**src/rtl/data_path.sv**
```systemverilog
// K&S processor datapath: PC, IR, 4x16 register file, ALU, flag registers and RAM address/data muxing.
// Carries out the control unit's strobes each cycle and returns the decoded IR and the registered ALU flags.
package k_and_s_pkg;
    typedef enum logic [7:0] {
        I_NOP     = 8'h00,
        I_BRANCH  = 8'h01,
        I_BZERO   = 8'h02,
        I_BNEG    = 8'h03,
        I_BOV     = 8'h05,
        I_BNOV    = 8'h06,
        I_BNNEG   = 8'h0A,
        I_BNZERO  = 8'h0B,
        I_LOAD    = 8'h81,
        I_STORE   = 8'h82,
        I_MOVE    = 8'h91,
        I_ADD     = 8'hA1,
        I_SUB     = 8'hA2,
        I_AND     = 8'hA3,
        I_OR      = 8'hA4,
        I_HALT    = 8'hFF
    } decoded_instruction_type;
endpackage

module data_path
    import k_and_s_pkg::*;
#(
    parameter int ADDR_W   = 5,
    parameter int PC_RESET = 0
) (
    input  logic                    clk,
    input  logic                    rst_n,
    input  logic                    branch,
    input  logic                    pc_enable,
    input  logic                    ir_enable,
    input  logic                    write_reg_enable,
    input  logic                    addr_sel,
    input  logic                    c_sel,
    input  logic [1:0]              operation,
    input  logic                    flags_reg_enable,
    output decoded_instruction_type decoded_instruction,
    output logic                    zero_op,
    output logic                    neg_op,
    output logic                    unsigned_overflow,
    output logic                    signed_overflow,
    output logic [ADDR_W-1:0]       ram_addr,
    output logic [15:0]             data_out,
    input  logic [15:0]             data_in
);

    // IR bit 7 is never consulted by any instruction, so only the opcode byte
    // and the low seven bits are held.
    logic [7:0]        ir_op;
    logic [6:0]        ir_lo;
    logic [ADDR_W-1:0] pc;
    logic [15:0]       regs [4];

    logic [1:0]  a_sel;
    logic [1:0]  dst_sel;
    logic [15:0] alu_a;
    logic [15:0] alu_b;
    logic [16:0] alu_wide;
    logic [15:0] alu_res;
    logic        alu_uov;
    logic        alu_sov;
    logic [15:0] wb_data;

    always_comb begin
        case (ir_op)
            8'h00:   decoded_instruction = I_NOP;
            8'h01:   decoded_instruction = I_BRANCH;
            8'h02:   decoded_instruction = I_BZERO;
            8'h03:   decoded_instruction = I_BNEG;
            8'h05:   decoded_instruction = I_BOV;
            8'h06:   decoded_instruction = I_BNOV;
            8'h0A:   decoded_instruction = I_BNNEG;
            8'h0B:   decoded_instruction = I_BNZERO;
            8'h81:   decoded_instruction = I_LOAD;
            8'h82:   decoded_instruction = I_STORE;
            8'h91:   decoded_instruction = I_MOVE;
            8'hA1:   decoded_instruction = I_ADD;
            8'hA2:   decoded_instruction = I_SUB;
            8'hA3:   decoded_instruction = I_AND;
            8'hA4:   decoded_instruction = I_OR;
            8'hFF:   decoded_instruction = I_HALT;
            default: decoded_instruction = I_NOP;
        endcase
    end

    // MOVE routes its source (IR[1:0]) through the A port with B zeroed, so ADD/OR pass it unchanged.
    always_comb begin
        a_sel = (decoded_instruction == I_MOVE) ? ir_lo[1:0] : ir_lo[3:2];
        alu_a = regs[a_sel];
        alu_b = (decoded_instruction == I_MOVE) ? 16'h0000 : regs[ir_lo[1:0]];
        case (decoded_instruction)
            I_LOAD:  dst_sel = ir_lo[6:5];
            I_MOVE:  dst_sel = ir_lo[3:2];
            default: dst_sel = ir_lo[5:4];
        endcase
    end

    always_comb begin
        alu_wide = 17'h00000;
        alu_uov  = 1'b0;
        alu_sov  = 1'b0;
        case (operation)
            2'b00: begin
                alu_wide = {1'b0, alu_a} + {1'b0, alu_b};
                alu_uov  = alu_wide[16];
                alu_sov  = (alu_a[15] == alu_b[15]) && (alu_wide[15] != alu_a[15]);
            end
            2'b01: begin
                // Bit 16 of the zero-extended difference is the borrow, i.e. A < B unsigned.
                alu_wide = {1'b0, alu_a} - {1'b0, alu_b};
                alu_uov  = alu_wide[16];
                alu_sov  = (alu_a[15] != alu_b[15]) && (alu_wide[15] != alu_a[15]);
            end
            2'b10:   alu_wide = {1'b0, alu_a & alu_b};
            default: alu_wide = {1'b0, alu_a | alu_b};
        endcase
        alu_res = alu_wide[15:0];
        wb_data = c_sel ? data_in : alu_res;
    end

    always_ff @(posedge clk or negedge rst_n) begin
        if (!rst_n) begin
            pc    <= ADDR_W'(PC_RESET);
            ir_op <= 8'h00;
            ir_lo <= 7'h00;
        end else begin
            if (pc_enable)
                pc <= branch ? ir_lo[ADDR_W-1:0] : pc + ADDR_W'(1);
            if (ir_enable) begin
                ir_op <= data_in[15:8];
                ir_lo <= data_in[6:0];
            end
        end
    end

    always_ff @(posedge clk or negedge rst_n) begin
        if (!rst_n) begin
            for (int i = 0; i < 4; i++)
                regs[i] <= 16'h0000;
        end else if (write_reg_enable) begin
            regs[dst_sel] <= wb_data;
        end
    end

    always_ff @(posedge clk or negedge rst_n) begin
        if (!rst_n) begin
            zero_op           <= 1'b0;
            neg_op            <= 1'b0;
            unsigned_overflow <= 1'b0;
            signed_overflow   <= 1'b0;
        end else if (flags_reg_enable) begin
            zero_op           <= (alu_res == 16'h0000);
            neg_op            <= alu_res[15];
            unsigned_overflow <= alu_uov;
            signed_overflow   <= alu_sov;
        end
    end

    assign ram_addr = addr_sel ? ir_lo[ADDR_W-1:0] : pc;
    assign data_out = regs[ir_lo[6:5]];

endmodule

```
**config.mk**
```make
export PLATFORM = sky130hd
export DESIGN_NAME = data_path
export DESIGN_NICKNAME = d
export VERILOG_FILES = /design/src/rtl/data_path.sv
export SDC_FILE = /design/constraint.sdc
export NUM_CORES = 1
export LEC_CHECK = 0
export ABC_AREA = 1
export CAP_MARGIN = 20
export CORE_MARGIN = 2
export CORE_UTILIZATION = 40
export DETAILED_ROUTE_END_ITERATION = 8
export PLACE_DENSITY = 0.65
export SYNTH_ARGS = -nofsm -noshare
export SYNTH_HDL_FRONTEND = slang
export SYNTH_SLANG_ARGS = --single-unit
```
**constraint.sdc**
```tcl
create_clock -name clk -period 7.5 [get_ports clk]
set_input_delay 2.25 -clock clk [delete_from_list [all_inputs] [get_ports clk]]
set_output_delay 2.25 -clock clk [all_outputs]
set_load 0.02 [all_outputs]
```
# After elaboration in Yosys (flattened, before gate mapping)
# Index checks and enable logic that the tools add are counted.
[word_totals]
regBits = 88
word_cells = 75
inputBits = 27
[classes]
n_addsub = 3
n_bitwise = 6
magnitude_cmp = 5
n_reduce_logical = 5
eq_ne = 23
n_mux = 22
[ops]
columns = ["op", "count"]
rows = [
  ["$mux 16", 9],
  ["$pmux 8 s15", 1],
  ["$bmux 16 s2", 3],
  ["$eq 8x8->1 const B", 10],
  ["$bwmux 64", 1],
  ["$pmux 16 s3", 1],
  ["$demux 16 s2", 1],
  ["$add 16x16->17", 1],
  ["$sub 16x16->17", 1],
  ["$and 16x16->16", 1],
  ["$eq 8x2->1 const B", 2],
  ["$eq 8x3->1 const B", 2],
  ["$eq 8x4->1 const B", 2],
  ["$logic_not 16->1", 1],
  ["$or 16x16->16", 1],
  ["$ge 3x3->1 const B", 4],
  ["$not 2->3", 4],
  ["$mux 5", 2],
  ["$eq 8x1->1 const B", 1],
  ["$add 5x1->5 const B", 1],
  ["$pmux 1 s2", 2],
  ["$pmux 2 s2", 1],
  ["$logic_and 1x1->1", 3],
  ["$lt 3x1->1 const B", 1],
  ["other kinds (6)", 8],
]

# Longest topological paths before layout
[depth]
ltp_word = 12
mapped_depth = 34
ltp_nobuf = 31

# Worst setup path before layout
# Ideal clock, no wire load.
[synth_path]
path_type = "input-to-output"
startpoint = "input port addr_sel"
endpoint = "output port ram_addr[0]"
path_slack_ns = 2.326
path_stages = 2
arrival_ns = 2.924
t_required_ns = 5.250
path_cell_list = "clkbuf_1 o21ai_0"
[synth_between]
elab_chain_cells = 1
[synth_rtl]
columns = ["element", "line", "text"]
rows = [
  ["start, declared", "36", "input logic addr_sel,"],
  ["$mux 5", "162", "assign ram_addr = addr_sel ? ir_lo[ADDR_W-1:0] : pc;"],
  ["end, declared", "45", "output logic [ADDR_W-1:0] ram_addr,"],
]
# Every way passes these cells.

# Worst setup path after layout
[layout_path]
startpoint = "input port addr_sel"
endpoint = "output port ram_addr[3]"
# Same word-level chain as after synthesis.

==> flow_summary.html <==
<table>
<tr><th>Metric</th><th>Value</th></tr>
<tr><th colspan="2">Yosys</th></tr>
<tr><td>Sequential cell area fraction in the yosys report</td><td>between 20% and 30%</td></tr>
<tr><td>Post-synthesis register bit count</td><td>88</td></tr>
<tr><td>Largest cells by area after synthesis</td><td>sky130_fd_sc_hd__dfrtp_1, sky130_fd_sc_hd__nand2_1, sky130_fd_sc_hd__inv_1, sky130_fd_sc_hd__o21ai_0, sky130_fd_sc_hd__ha_1</td></tr>
<tr><td>Count of different cell masters after synthesis</td><td>42</td></tr>
<tr><td>Warning count from the yosys run</td><td>0</td></tr>
<tr><td>Mapped Cells</td><td>around 1300</td></tr>
<tr><td>Fraction of synthesized cell area taken by the top area cell type</td><td>between 20% and 30%</td></tr>
<tr><td>Yosys top cell by area</td><td>sky130_fd_sc_hd__dfrtp_1</td></tr>
<tr><td>Number of nets produced by synthesis</td><td>around 1400</td></tr>
<tr><td>Netlist area before placement</td><td>a little over 0.008 mm²</td></tr>
<tr><td>Average size of a mapped cell</td><td>slightly above 6 µm²</td></tr>
<tr><th colspan="2">STA</th></tr>
<tr><td>FMAX</td><td>~0.17 GHz</td></tr>
<tr><td>Final-report setup violation count</td><td>0</td></tr>
<tr><td>Final Max Tran Viols</td><td>0</td></tr>
<tr><td>Hold Fails Final Rpt</td><td>0</td></tr>
<tr><td>Setup repair after global routing missed its margin</td><td>no</td></tr>
<tr><td>Setup Skew</td><td>roughly 8.3 ps</td></tr>
<tr><td>Shortest clock period the worst path allows after layout</td><td>5950 ps</td></tr>
<tr><td>Crit share post-route</td><td>roughly four fifths</td></tr>
<tr><td>Worst slew slack as a fraction of its limit</td><td>28.4%</td></tr>
<tr><td>Setup TNS</td><td>0 ps</td></tr>
<tr><td>Least-Margin Pin Slew</td><td>around 1100 ps</td></tr>
<tr><th colspan="2">Pwr</th></tr>
<tr><td>Leakage</td><td>~0.0046 µW</td></tr>
<tr><td>Power Total</td><td>2730 µW</td></tr>
<tr><td>Highest ir drop seen on vdd</td><td>~0.00012 V</td></tr>
<tr><td>Areal power density over the cells</td><td>299 mW/mm²</td></tr>
<tr><th colspan="2">Drt</th></tr>
<tr><td>Number of iterations in the first detailed-routing pass</td><td>5</td></tr>
<tr><td>Post-route DRC</td><td>0</td></tr>
<tr><td>Final antenna-violating net count</td><td>0</td></tr>
<tr><td>Average via count per standard cell</td><td>between 5 and 6</td></tr>
<tr><td>Final routed wire length divided by cell count</td><td>16.6 µm</td></tr>
<tr><td>Via count</td><td>8611</td></tr>
<tr><td>DRC marker count from the first detailed-route iteration</td><td>872</td></tr>
<tr><td>Total Routed Length</td><td>around 26000 µm</td></tr>
<tr><th colspan="2">Clock tree</th></tr>
<tr><td>Number of buffers inserted by hold repair at cts</td><td>0</td></tr>
<tr><td>Number of buffers on the longest clock path</td><td>2</td></tr>
<tr><td>Clock slew at the register clock pins of the worst setup and hold paths</td><td>about 70 ps</td></tr>
<tr><td>Buffers inserted by post-CTS timing repair</td><td>0</td></tr>
<tr><td>Post-CTS sizing</td><td>0</td></tr>
<tr><td>Clock Tree Root</td><td>sky130_fd_sc_hd__clkbuf_16</td></tr>
<tr><td>Clock sinks</td><td>just under 90</td></tr>
<tr><td>Clock tree from TritonCTS</td><td>built</td></tr>
<tr><td>Insertion delay to the later sink of the worst-skew pair</td><td>~350 ps</td></tr>
<tr><td>H-tree depth</td><td>3</td></tr>
<tr><td>Number of clock buffers inserted by TritonCTS</td><td>9</td></tr>
<tr><th colspan="2">Floorplan</th></tr>
<tr><td>Vertical die dimension</td><td>146 µm</td></tr>
<tr><td>Width of the die</td><td>146 µm</td></tr>
<tr><td>Core area</td><td>0.0196 mm²</td></tr>
<tr><td>Cell Rows</td><td>51</td></tr>
<tr><td>Die Outline Area</td><td>between 0.02 and 0.025 mm²</td></tr>
<tr><td>Initial core utilization</td><td>41.2%</td></tr>
<tr><td>I/O Pins</td><td>60</td></tr>
<tr><th colspan="2">Final layout</th></tr>
<tr><td>Summed area of non-filler cells in the final layout</td><td>around 0.0091 mm²</td></tr>
<tr><td>Post-layout net count</td><td>roughly 1400</td></tr>
<tr><td>Final core utilization</td><td>between 40% and 50%</td></tr>
<tr><td>Inserted Diodes</td><td>0</td></tr>
<tr><td>Ratio of cells with drive above 1 in the final layout</td><td>4.85%</td></tr>
<tr><td>Synth-to-layout area growth</td><td>13.3%</td></tr>
<tr><th colspan="2">Global routing</th></tr>
<tr><td>Largest net degree at the start of global routing</td><td>62</td></tr>
<tr><td>Number of global-route vias before repair</td><td>8059</td></tr>
<tr><td>Global-route wire length before repair</td><td>around 42000 µm</td></tr>
<tr><td>Antenna violations before repair</td><td>0</td></tr>
<tr><td>Global route total overflow</td><td>0</td></tr>
<tr><td>Total Routing Usage GR</td><td>24.8%</td></tr>
<tr><th colspan="2">Placement</th></tr>
<tr><td>Number of port buffers</td><td>about 60</td></tr>
<tr><td>Placed cell areas</td><td>between 0.008 and 0.009 mm²</td></tr>
<tr><td>Placer's final routability congestion estimate</td><td>0.941</td></tr>
<tr><td>Post-DP HPWL</td><td>roughly 19000 µm</td></tr>
<tr><th colspan="2">Setup path</th></tr>
<tr><td>Maximum fanout along the worst path</td><td>10</td></tr>
<tr><td>CP Capture Type</td><td>output port</td></tr>
<tr><td>Crit Path Category</td><td>in -&gt; out</td></tr>
<tr><td>Worst Path Required</td><td>around 5300 ps</td></tr>
<tr><td>Worst Setup Start Kind</td><td>input pin</td></tr>
<tr><td>Arrival @ worst endpoint</td><td>3700 ps</td></tr>
<tr><th colspan="2">Run</th></tr>
<tr><td>Number of violations of the max-capacitance limit</td><td>0</td></tr>
<tr><th colspan="2">Outcome</th></tr>
<tr><td>Status</td><td>finished clean</td></tr>
<tr><th colspan="2">Hold path</th></tr>
<tr><td>Min-Delay Path Class</td><td>reg -&gt; reg</td></tr>
</table>
[cells in the mapped netlist, drive strengths merged]
cell type and number:
nand2 322, inv 215, o21ai 157, nor2 109, nand3 97, dfrtp 88, a21oi 83, ha 47
clkbuf 43, nand4 21, nor3 18, buf 17, a32oi 14, o211ai 13, a31oi 10, o22ai 9
or2 8, a21boi 4, nor4 3, xor2 3, fa 2, mux2 2, o21bai 2, a211oi 1
a221oi 1, a311oi 1, clkinv 1, nand3b 1, o31ai 1, xnor2 1
[power by group]
group	internal (µW)	total, µW	leakage, µW	switching (µW)
combinational	511	1530	0.00336	1020
clock	299	491	0.000155	192
sequential	606	714	0.00109	108
[cell usage in the layout (no fill, tap or decap), types with 5 or more instances in the layout]
cell type,Yosys,routed
sky130_fd_sc_hd__nand2_1,313,313
sky130_fd_sc_hd__inv_1,211,211
sky130_fd_sc_hd__o21ai_0,154,154
sky130_fd_sc_hd__nor2_1,106,104
sky130_fd_sc_hd__nand3_1,92,92
sky130_fd_sc_hd__dfrtp_1,88,88
sky130_fd_sc_hd__a21oi_1,83,83
sky130_fd_sc_hd__clkdlybuf4s50_1,0,58
sky130_fd_sc_hd__ha_1,47,47
sky130_fd_sc_hd__nand4_1,21,21
sky130_fd_sc_hd__nor3_1,18,18
sky130_fd_sc_hd__a32oi_1,14,14
sky130_fd_sc_hd__o211ai_1,13,13
sky130_fd_sc_hd__buf_4,2,13
sky130_fd_sc_hd__a31oi_1,10,10
sky130_fd_sc_hd__o22ai_1,9,9
sky130_fd_sc_hd__clkbuf_16,0,9
sky130_fd_sc_hd__nand2_2,8,8
sky130_fd_sc_hd__or2_2,8,8
sky130_fd_sc_hd__nand3_2,5,5
[metrics by stage]
stage / setup WS (ps) / std cells / hold WS (ps)
2_1_floorplan: 2330 / 1294 / 471
3_3_place_gp: 1540 / 1570 / 469
3_5_place_dp: 1530 / 1570 / 481
4_1_cts: 1510 / 1585 / 497
5_1_grt: 1480 / 1585 / 531
6_report: 1550 / 1585 / 490
[area by class of cell]
type,instances,area [µm²]
Clock buffer,10,239
Clock inverter,5,81.3
Fill cell,2045,10500
Inverter,216,811
Multi-Input combinational cell,930,4790
Sequential cell,88,2200
Tap cell,265,332
Timing Repair Buffer,71,678
[final timing paths]
kind,start,end,slack [ps],cells past startpoint
worst min register to register,zero_op$_DFFE_PN0P_,zero_op$_DFFE_PN0P_,490,2
min in group asynchronous,rst_n,regs[13]$_DFFE_PN0P_,1820,1
worst min-delay path,zero_op$_DFFE_PN0P_,zero_op$_DFFE_PN0P_,490,2
worst max-delay path,addr_sel,ram_addr[3],1550,4
max in group asynchronous,rst_n,ir_lo[4]$_DFFE_PN0P_,4520,2
worst max register to register,ir_op[1]$_DFFE_PN0P_,regs[61]$_DFFE_PN0P_,2160,23
[worst max-delay path, cell delays in order]
cell and delay, ps:
sky130_fd_sc_hd__clkdlybuf4s50_1 640, sky130_fd_sc_hd__nand2_1 80, sky130_fd_sc_hd__o21ai_0 80, sky130_fd_sc_hd__clkdlybuf4s50_1 640
[state kept, by name, indices dropped and copies added (netlist names)]
register and cells:
signed_overflow 1, pc 5, ir_lo 7, neg_op 1, regs 64, unsigned_overflow 1
ir_op 8, zero_op 1
[per-layer routing]
layer  share of wire, %  vias to the layer above  GRT usage, %  wire [µm]
li1                   -                     4224             -          -
met1                 45                     4002          34.6      11800
met2                 47                      352          40.5      12300
met3                7.1                       33          2.73       1880
met4                1.7                        0          7.16        446
met5                  0                        -             0          0
[kinds of logic (layout without fill, tap and decap cells)]
| family | Yosys count | after routing | synth area share [%] |
|---|---|---|---|
| adders and majority gates | 49 | 49 | 7.79 |
| and+or+nand+nor | 579 | 579 | 30.6 |
| muxes | 2 | 2 | 0.279 |
| xor gates and xnor gates | 4 | 4 | 0.435 |
| AOI/OAI and AO/OA | 296 | 296 | 20.3 |
| buffers and inverters | 276 | 302 | 13.3 |
| DFF | 88 | 88 | 27.3 |
Power figures use the tool's default switching activity.
==> edit: new RTL, same flow settings <==
Set the parameter `ADDR_W` to 6 (it was 5).
--- a/src/rtl/data_path.sv
+++ b/src/rtl/data_path.sv
@@ -26,3 +26,3 @@
 #(
-    parameter int ADDR_W   = 5,
+    parameter int ADDR_W   = 6,
     parameter int PC_RESET = 0
Ports: changed (resized ram_addr); port bits go from 60 to 61. The function was not compared with the original's and may differ.
==> edit against the unedited design <==
  * Sequential cell count is 1 higher
  * Synthesized area grew 3.4%
  * Cell area increased by 2.8%
  * Worst setup slack got worse by 0.026 ns
  * Clock skew rose by 0.0067 ns
  * Core utilization is 0.52 points lower
  * Global-route usage increased by 0.20 points
  * Routed wire length is 4.2% higher
  * Count of clock-buffer cells in the layout grew 1
  * Maximum frequency down 0.44%
  * Total power is 4.3% higher
==> edit: results (changes against the unedited design) <==
outcome -> finished, final reports clean
CP Max Fanout -> 12 (+2)
vias in the first global route -> 8244 (+2.3%)
Non-clock inverters -> 226 (+4.6%)
GR Util met2 -> 41.3% (+0.87 points)
drt pass-1 iters -> 5 (unchanged)
Clock Skew -> 0.0151 ns (+0.00675 ns)
Ys Warns -> 0 (unchanged)
signal arrival time at the worst endpoint -> 3.72 ns (+0.02 ns)
biggest registers after layout -> regs x64, ir_op x8, ir_lo x7
WL/cell -> 16.9 microns (+1.4%)
syn_area_per_cell -> 6.27 sq um (+0.72%)
clkbuf count -> 11 (+1)
switching part of the total power -> 50.3% (+2.1 points)
ant diodes -> 0 (unchanged)
top sig layer -> met4
DP Cell Count -> 1612 (+2.7%)
Leakage -> 4.70 nW (+2.2%)
unique cell type count in the Yosys netlist -> 48 (+14%)
sequential share of cell area -> 23.7% (-0.39 points)
routed wl met2 -> 12.6 mm (+2.8%)
First DRT Iteration DRCs -> 920 (+5.5%)
global-route wire length before repair -> 43.6 mm (+2.7%)
drt total wl -> 27.5 mm (+4.2%)
worst skew pair latency -> 0.35 ns (about the same)
Relative slew margins -> 32.4% (+4.0 points)
Post-DP HPWL -> 19.9 mm (+4.7%)
non-clk buf share -> 7.78% (+0.36 points)
multi-input logic portion of the cell area -> 52.8% (+0.31 points)
Peak VDD IR -> 136 uV (+12%)
Repair and plain buffers -> 75 (+5.6%)
Tot GR Track Use -> 25.0% (+0.20 points)
sequential cell count -> 89 (+1.1%)
largest net degree at the start of global routing -> 61 (-1.6%)
layout cells sized above 1 -> 5.59% (+0.74 points)
final hold violation count -> 0 (unchanged)
initial antenna violation count -> 0 (unchanged)
post-synthesis register bit count -> 89 (+1.1%)
I/O Buffers -> 60 (+1.7%)
DR WL met3 -> 1.98 mm (+5.6%)
clk tree area frac -> 3.09% (-0.41 points)
met3 GRT Util -> 2.88% (+0.16 points)
WL met1 -> 12.4 mm (+5.2%)
vias -> 8817 (+2.4%)
syn nets -> 1406 (+2.6%)
largest cells by area after synthesis -> dfrtp_1, nand2_1, inv_1, o21ai_0, ha_1
met1 GRT Util -> 34.7% (+0.10 points)
fmax -> 167 MHz (-0.44%)
sequential area share after synthesis -> 26.7% (-0.61 points)
post-cts sizing count -> 0 (unchanged)
#MultiIn Comb -> 953 (+2.5%)
top cells by count, synth -> nand2_1, inv_1, o21ai_0
# fillers -> 2136 (+4.4%)
gpl congestion -> 0.931 (-1.0%)
==> edit: through the flow <==
stage          area (sq um)  hold WS [ns]  utilization [%]  worst slack [ns]
4_1_cts                9370         0.491             46.0              1.51
6_report               9390         0.488             46.1              1.53
5_1_grt                9390         0.513             46.1              1.42
2_1_floorplan          8340         0.449                -              2.32
3_3_place_gp           9070         0.466             44.6              1.57
3_5_place_dp           9070         0.473             44.6              1.53
==> edit: worst paths after layout <==
| kind | cells after the start | to | startpoint | slack (ns) |
|---|---|---|---|---|
| min reg2reg | 2 | zero_op$_DFFE_PN0P_ | zero_op$_DFFE_PN0P_ | 0.49 |
| max in group asynchronous | 2 | regs[16]$_DFFE_PN0P_ | rst_n | 4.50 |
| max reg2reg | 28 | regs[13]$_DFFE_PN0P_ | ir_op[1]$_DFFE_PN0P_ | 2.45 |
| min in group asynchronous | 1 | regs[44]$_DFFE_PN0P_ | rst_n | 1.82 |
| min | 2 | zero_op$_DFFE_PN0P_ | zero_op$_DFFE_PN0P_ | 0.49 |
| max | 4 | ram_addr[5] | addr_sel | 1.53 |
==> edit: logic make-up after synthesis <==
family                     Yosys count  share of synthesized area [%]
AOI/OAI and AO/OA                  309                           20.8
xor gates and xnor gates             4                          0.420
adders and majority gates           50                           7.68
buffers and inverters              287                           13.9
DFF                                 89                           26.7
muxes                                2                          0.270
and+or+nand+nor                    588                           30.2
==> edit: critical path, cell delays in order <==
cell and delay [ns]:
clkdlybuf4s50_1 0.64, nand2_1 0.09, o21ai_0 0.10, clkdlybuf4s50_1 0.64
==> edit: power groups by stage <==
stage          clock, mW  sequential, mW  combinational (mW)
2_1_floorplan          0           0.710                1.18
3_3_place_gp           0           0.730                1.62
3_5_place_dp           0           0.733                1.64
4_1_cts            0.452           0.724                1.65
5_1_grt            0.471           0.746                1.88
6_report           0.451           0.728                1.67
